===== config.mk =====
export PLATFORM = sky130hd
export DESIGN_NAME = prim_decoder_pipe
export DESIGN_NICKNAME = d
export VERILOG_FILES = /design/src/rtl/prim_decoder_pkg.sv /design/src/rtl/prim_decoder_core.sv /design/src/rtl/prim_decoder_pipe.sv
export SDC_FILE = /design/constraint.sdc
export NUM_CORES = 1
export LEC_CHECK = 0
export CORE_ASPECT_RATIO = 1.75
export CORE_UTILIZATION = 46
export DETAILED_ROUTE_END_ITERATION = 8
export GPL_ROUTABILITY_DRIVEN = 0
export MAX_ROUTING_LAYER = met4
export PLACE_DENSITY = 0.74
export SLEW_MARGIN = 5
export SYNTH_ARGS = -nofsm -noshare
export SYNTH_HDL_FRONTEND = slang
export SYNTH_SLANG_ARGS = --single-unit

===== constraint.sdc =====
create_clock -name i_clk -period 1.5 [get_ports i_clk]
set_clock_uncertainty 0.2 [all_clocks]
set_input_delay 0.3 -clock i_clk [delete_from_list [all_inputs] [get_ports i_clk]]
set_output_delay 0.3 -clock i_clk [all_outputs]
set_load 0.005 [all_outputs]

===== src/rtl/prim_decoder_pkg.sv =====
// prim_decoder_pkg: shared mode encoding and parameter limits for the decoder pipe
package prim_decoder_pkg;

  typedef enum logic [1:0] {
    DEC_ONEHOT,
    DEC_THERMO,
    DEC_ACCUM,
    DEC_RSVD
  } dec_mode_e;

  function automatic int max_bin_w();
    return 6;
  endfunction

endpackage


===== src/rtl/prim_decoder_core.sv =====
// prim_decoder_core: combinational one-hot / thermometer / range decode of a binary code
module prim_decoder_core #(
  parameter int BIN_W   = 3,
  parameter int NUM_OUT = 2 ** BIN_W
) (
  input  logic [BIN_W-1:0]   code_i,
  output logic [NUM_OUT-1:0] onehot_o,
  output logic [NUM_OUT-1:0] thermo_o,
  output logic               err_o
);

  // a thermometer bit is set when the code lands at or above its position
  for (genvar g = 0; g < NUM_OUT; g++) begin : g_bit
    assign onehot_o[g] = code_i == BIN_W'(g);
    assign thermo_o[g] = |onehot_o[NUM_OUT-1:g];
  end

  assign err_o = {1'b0, code_i} >= (BIN_W + 1)'(NUM_OUT);

endmodule


===== src/rtl/prim_decoder_pipe.sv =====
// prim_decoder_pipe: registered binary-to-N decoder with skid buffer and sticky accumulate mode
module prim_decoder_pipe
  import prim_decoder_pkg::*;
#(
  parameter int BIN_W   = 3,
  parameter int NUM_OUT = 2 ** BIN_W
) (
  input  logic               i_clk,
  input  logic               i_rst,
  input  logic [BIN_W-1:0]   i_bin,
  input  logic [1:0]         i_mode,
  input  logic               i_valid,
  output logic               o_ready,
  input  logic               i_clear,
  output logic [NUM_OUT-1:0] o_dec,
  output logic               o_err,
  output logic               o_valid,
  input  logic               i_ready
);

  if (BIN_W < 1 || BIN_W > max_bin_w() || NUM_OUT < 2 || NUM_OUT > (1 << BIN_W)) begin : g_bad_param
    $error("prim_decoder_pipe: illegal BIN_W=%0d / NUM_OUT=%0d", BIN_W, NUM_OUT);
  end

  dec_mode_e          mode;
  logic [NUM_OUT-1:0] onehot, thermo, new_dec, acc_base;
  logic               err, accept, consume, is_acc;
  logic [NUM_OUT-1:0] acc_q, acc_d, out_dec_q, out_dec_d, skid_dec_q, skid_dec_d;
  logic               out_err_q, out_err_d, out_vld_q, out_vld_d;
  logic               skid_err_q, skid_err_d, skid_vld_q, skid_vld_d;

  prim_decoder_core #(
    .BIN_W  (BIN_W),
    .NUM_OUT(NUM_OUT)
  ) u_core (
    .code_i  (i_bin),
    .onehot_o(onehot),
    .thermo_o(thermo),
    .err_o   (err)
  );

  // decode the incoming transaction; a coincident clear wipes the accumulator before it is ORed in
  always_comb begin
    mode     = dec_mode_e'(i_mode);
    is_acc   = mode == DEC_ACCUM;
    accept   = i_valid & ~skid_vld_q;
    consume  = out_vld_q & i_ready;
    acc_base = i_clear ? '0 : acc_q;
    new_dec  = err ? '0 : mode == DEC_THERMO ? thermo : is_acc ? acc_base | onehot : onehot;
    acc_d    = (accept & is_acc & ~err) ? acc_base | onehot : acc_base;
  end

  // output register refills from the skid entry first, else straight from the input; a stalled accept parks in skid
  always_comb begin
    out_dec_d  = out_dec_q;
    out_err_d  = out_err_q;
    out_vld_d  = out_vld_q;
    skid_dec_d = skid_dec_q;
    skid_err_d = skid_err_q;
    skid_vld_d = skid_vld_q;
    if (consume | ~out_vld_q) begin
      out_vld_d  = skid_vld_q | accept;
      out_dec_d  = skid_vld_q ? skid_dec_q : accept ? new_dec : out_dec_q;
      out_err_d  = skid_vld_q ? skid_err_q : accept ? err : out_err_q;
      skid_vld_d = 1'b0;
    end else if (accept) begin
      skid_vld_d = 1'b1;
      skid_dec_d = new_dec;
      skid_err_d = err;
    end
  end

  // state registers, all cleared by reset so in-flight data is discarded
  always_ff @(posedge i_clk) begin
    if (i_rst) begin
      acc_q      <= '0;
      out_dec_q  <= '0;
      out_err_q  <= 1'b0;
      out_vld_q  <= 1'b0;
      skid_dec_q <= '0;
      skid_err_q <= 1'b0;
      skid_vld_q <= 1'b0;
    end else begin
      acc_q      <= acc_d;
      out_dec_q  <= out_dec_d;
      out_err_q  <= out_err_d;
      out_vld_q  <= out_vld_d;
      skid_dec_q <= skid_dec_d;
      skid_err_q <= skid_err_d;
      skid_vld_q <= skid_vld_d;
    end
  end

  assign o_ready = ~skid_vld_q;
  assign o_dec   = out_dec_q;
  assign o_err   = out_err_q;
  assign o_valid = out_vld_q;

endmodule


==> flow_summary.ini <==
[pwr]
p_leak_nw = 0.7037
power_frac_comb_pct = 17.2
p_sw_share_pct = 23.58
vdd_ir_drop_max_uv = 531.3
clockPowerShare_pct = 36.8
powerDensity_nw_per_um2 = 932.5
seqPwrFrac_pct = 46.0
intPower_mw = 1.221
p_total_mw = 1.598
p_sw_mw = 0.3769

[clocking]
htreeDepth = 1
cts_hold_buf = 0
cts_sinks = 26
clockBufferDepth = 2
cts_tree = built
cts_buffers = 3
clk_latency_ns = 0.28
clk_pin_slew_ns = 0.09
clock-root-buffer = clkbuf_8

[yosys]
synth_warnings = 0
synthesis.instances = 138
synth-seq-cells = 26
synth_area_leaders = dfxtp_1 43%, a211oi_1 7.4%, nor2_1 6.8%
syn-num-nets = 148
seq_area_frac_synth_pct = 42.75
synth.top_cell.area_share_pct = 42.75
synthArstFlopShare_pct = 0
synth_area_sq_um = 1217
synthFlopType = dfxtp_1
synth_top_area_cell = dfxtp_1
synthDistinctLibCells = 35
avgSynthCellArea_sq_um = 8.822
synth_edf_count = 0

[worst_setup_path]
worst-setup-path-type = flip-flop to output port
critPathLaunch = skid_vld_q
crit_arrival_ns = 0.96
cp-end-kind = output port
critPathRequiredTime_ns = 1.00
r2r_end = skid_dec_q[3]
r2r_setup_slack_ns = 0.11
worstRegToRegCells = 5
worstReg2RegStart = skid_vld_q
path_max_fanout = 5
crit_path_end = o_ready
cp-start-kind = flip-flop

[route]
wire_per_inst_um = 13.80
postRouteAntennaNets = 0
drt_iter0_drc = 34
num_vias = 1142
via_per_inst = 5.517
dr.pass1.iters = 4
drt_wl_total_um = 2857
drc_errors = 0

[global_routing]
grt_start_max_net_pins = 16
grt_pass1_wl_um = 4692
gr-total-overflow = 0
grt_pass1_vias = 1142
grt.total_usage_pct = 23.77
grt_antenna_before_repair = 0

[placement]
hpwl_um = 2157
post-place-cells = 199
port_buffers = 19

[finish]
layout.nets = 192
diodes = 0
area_growth_pct = 40.80
fin_cells = 207
drive_gt1_share_pct = 33.70
final_common_cell = buf_4
final_cell_mix = 24 x buf_4, 20 x nor2_1, 18 x dfxtp_1

[floorplan]
die_y_um = 70.06
design.core.area_sq_um = 2492
num_io_pins = 21
rows = 24
die_area_sq_um = 2865
start_util_pct = 48.85
die_w_um = 40.89

[sta]
rsz0062_at_grt = false
timing.hold.ws_ns = 0.1770
min_period_ns = 1.458
setup_viol = 0
slew_viol_final = 0
max_freq_mhz = 685.7
fin_crit_sh_pct = 97.23
setup-tns-final_ns = 0
hold_viol = 0

[worst_hold_path]
hold_class = input pin to flip-flop

[run_status]
outcome = finished, final reports clean

[flow_run]
drv_cap = 0
==> power groups by stage <==
| stage | combinational (mW) | sequential, mW | clock [mW] |
|---|---|---|---|
| 2_1_floorplan | 0.139 | 0.750 | 0 |
| 3_3_place_gp | 0.257 | 0.748 | 0 |
| 5_1_grt | 0.300 | 0.740 | 0.612 |
| 6_report | 0.275 | 0.735 | 0.588 |
| 4_1_cts | 0.266 | 0.736 | 0.595 |
| 3_5_place_dp | 0.264 | 0.749 | 0 |
==> flip-flops by register name, summed over array words and instances (netlist names) <==
signal	count
o_valid	1
o_dec	8
skid_dec_q	8
skid_vld_q	1
acc_q	8
==> final cells by class <==
type                    instances  area [sq um]
repair buffers                 47         399.1
multi-input cells             102         670.6
inverters                       2         7.507
clock inverters                 1         30.03
clock buffers                   3         41.29
well taps                      26         32.53
flip-flops and latches         26         533.0
fillers                       189         778.2
==> critical path, cell delays in order, from the launching register on <==
cell and delay, ns:
dfxtp_4 0.38, inv_1 0.05, dlygate4sd2_1 0.25
==> stage by stage <==
stage | cell area, sq um | util [%] | setup WS (ns)
final | 1714 | 68.78 | 0.04158
after global routing | 1714 | 68.78 | 0.006210
after CTS | 1692 | 67.87 | 0.0004794
after detailed placement | 1567 | 62.85 | -0.5020
after global placement | 1567 | 62.85 | -0.4907
after floorplan | 1217 | - | 0.02413
==> what timing repair did <==
item                                   in CTS  in global routing
buffers inserted                            4                  1
setup endpoints to repair                  34                 15
endpoints found under the hold margin       0                  0
cloned                                      0                  0
pin swaps                                   8                  5
gates resized for setup                    34                 13
==> cells by family (layout without fill, tap and decap cells) <==
| family | Yosys count | in the layout | share of synthesized area, % |
|---|---|---|---|
| and+or+nand+nor | 61 | 61 | 28.16 |
| AOI/OAI and AO/OA | 40 | 40 | 22.71 |
| DFF | 26 | 26 | 42.75 |
| buffers and inverters | 10 | 53 | 6.064 |
| other | 1 | 1 | 0.3080 |
==> synthesized netlist by cell type (2+ instances only) <==
cell and instances:
a211oi_1 12, nand2_1 8, a21oi_1 12, clkbuf_1 2
nor3_1 3, nor2_1 22, nor2b_1 5, and2b_1 2
a32o_1 2, a311oi_1 2, inv_1 2, nand3_1 3
buf_4 3, o22ai_1 7, dfxtp_1 26, o22a_1 2
buf_6 2, nand2b_1 6
==> how the worst min path moves through the flow <==
stage | start | end | slack [ns] | depth (start not counted)
5_1_grt | i_ready | skid_vld_q | 0.21 | 3
3_5_place_dp | o_dec[7] | o_dec[7] | 0.26 | 1
4_1_cts | o_dec[7] | o_dec[7] | 0.27 | 1
2_1_floorplan | acc_q[7] | acc_q[7] | 0.25 | 2
3_3_place_gp | o_dec[7] | o_dec[7] | 0.26 | 1
6_report | i_ready | skid_vld_q | 0.18 | 3
==> routing by layer <==
metal | part of all wire [%] | routed length [um] | global-route usage, % | up-vias
met5 | 0 | 0 | - | -
met4 | 2.7 | 76 | 12.22 | 0
met3 | 2.1 | 59 | 2.857 | 10
met2 | 57 | 1618 | 39.93 | 22
met1 | 39 | 1103 | 24.59 | 528
li1 | - | - | - | 582
No activity file was read; power rests on OpenSTA's default activity.
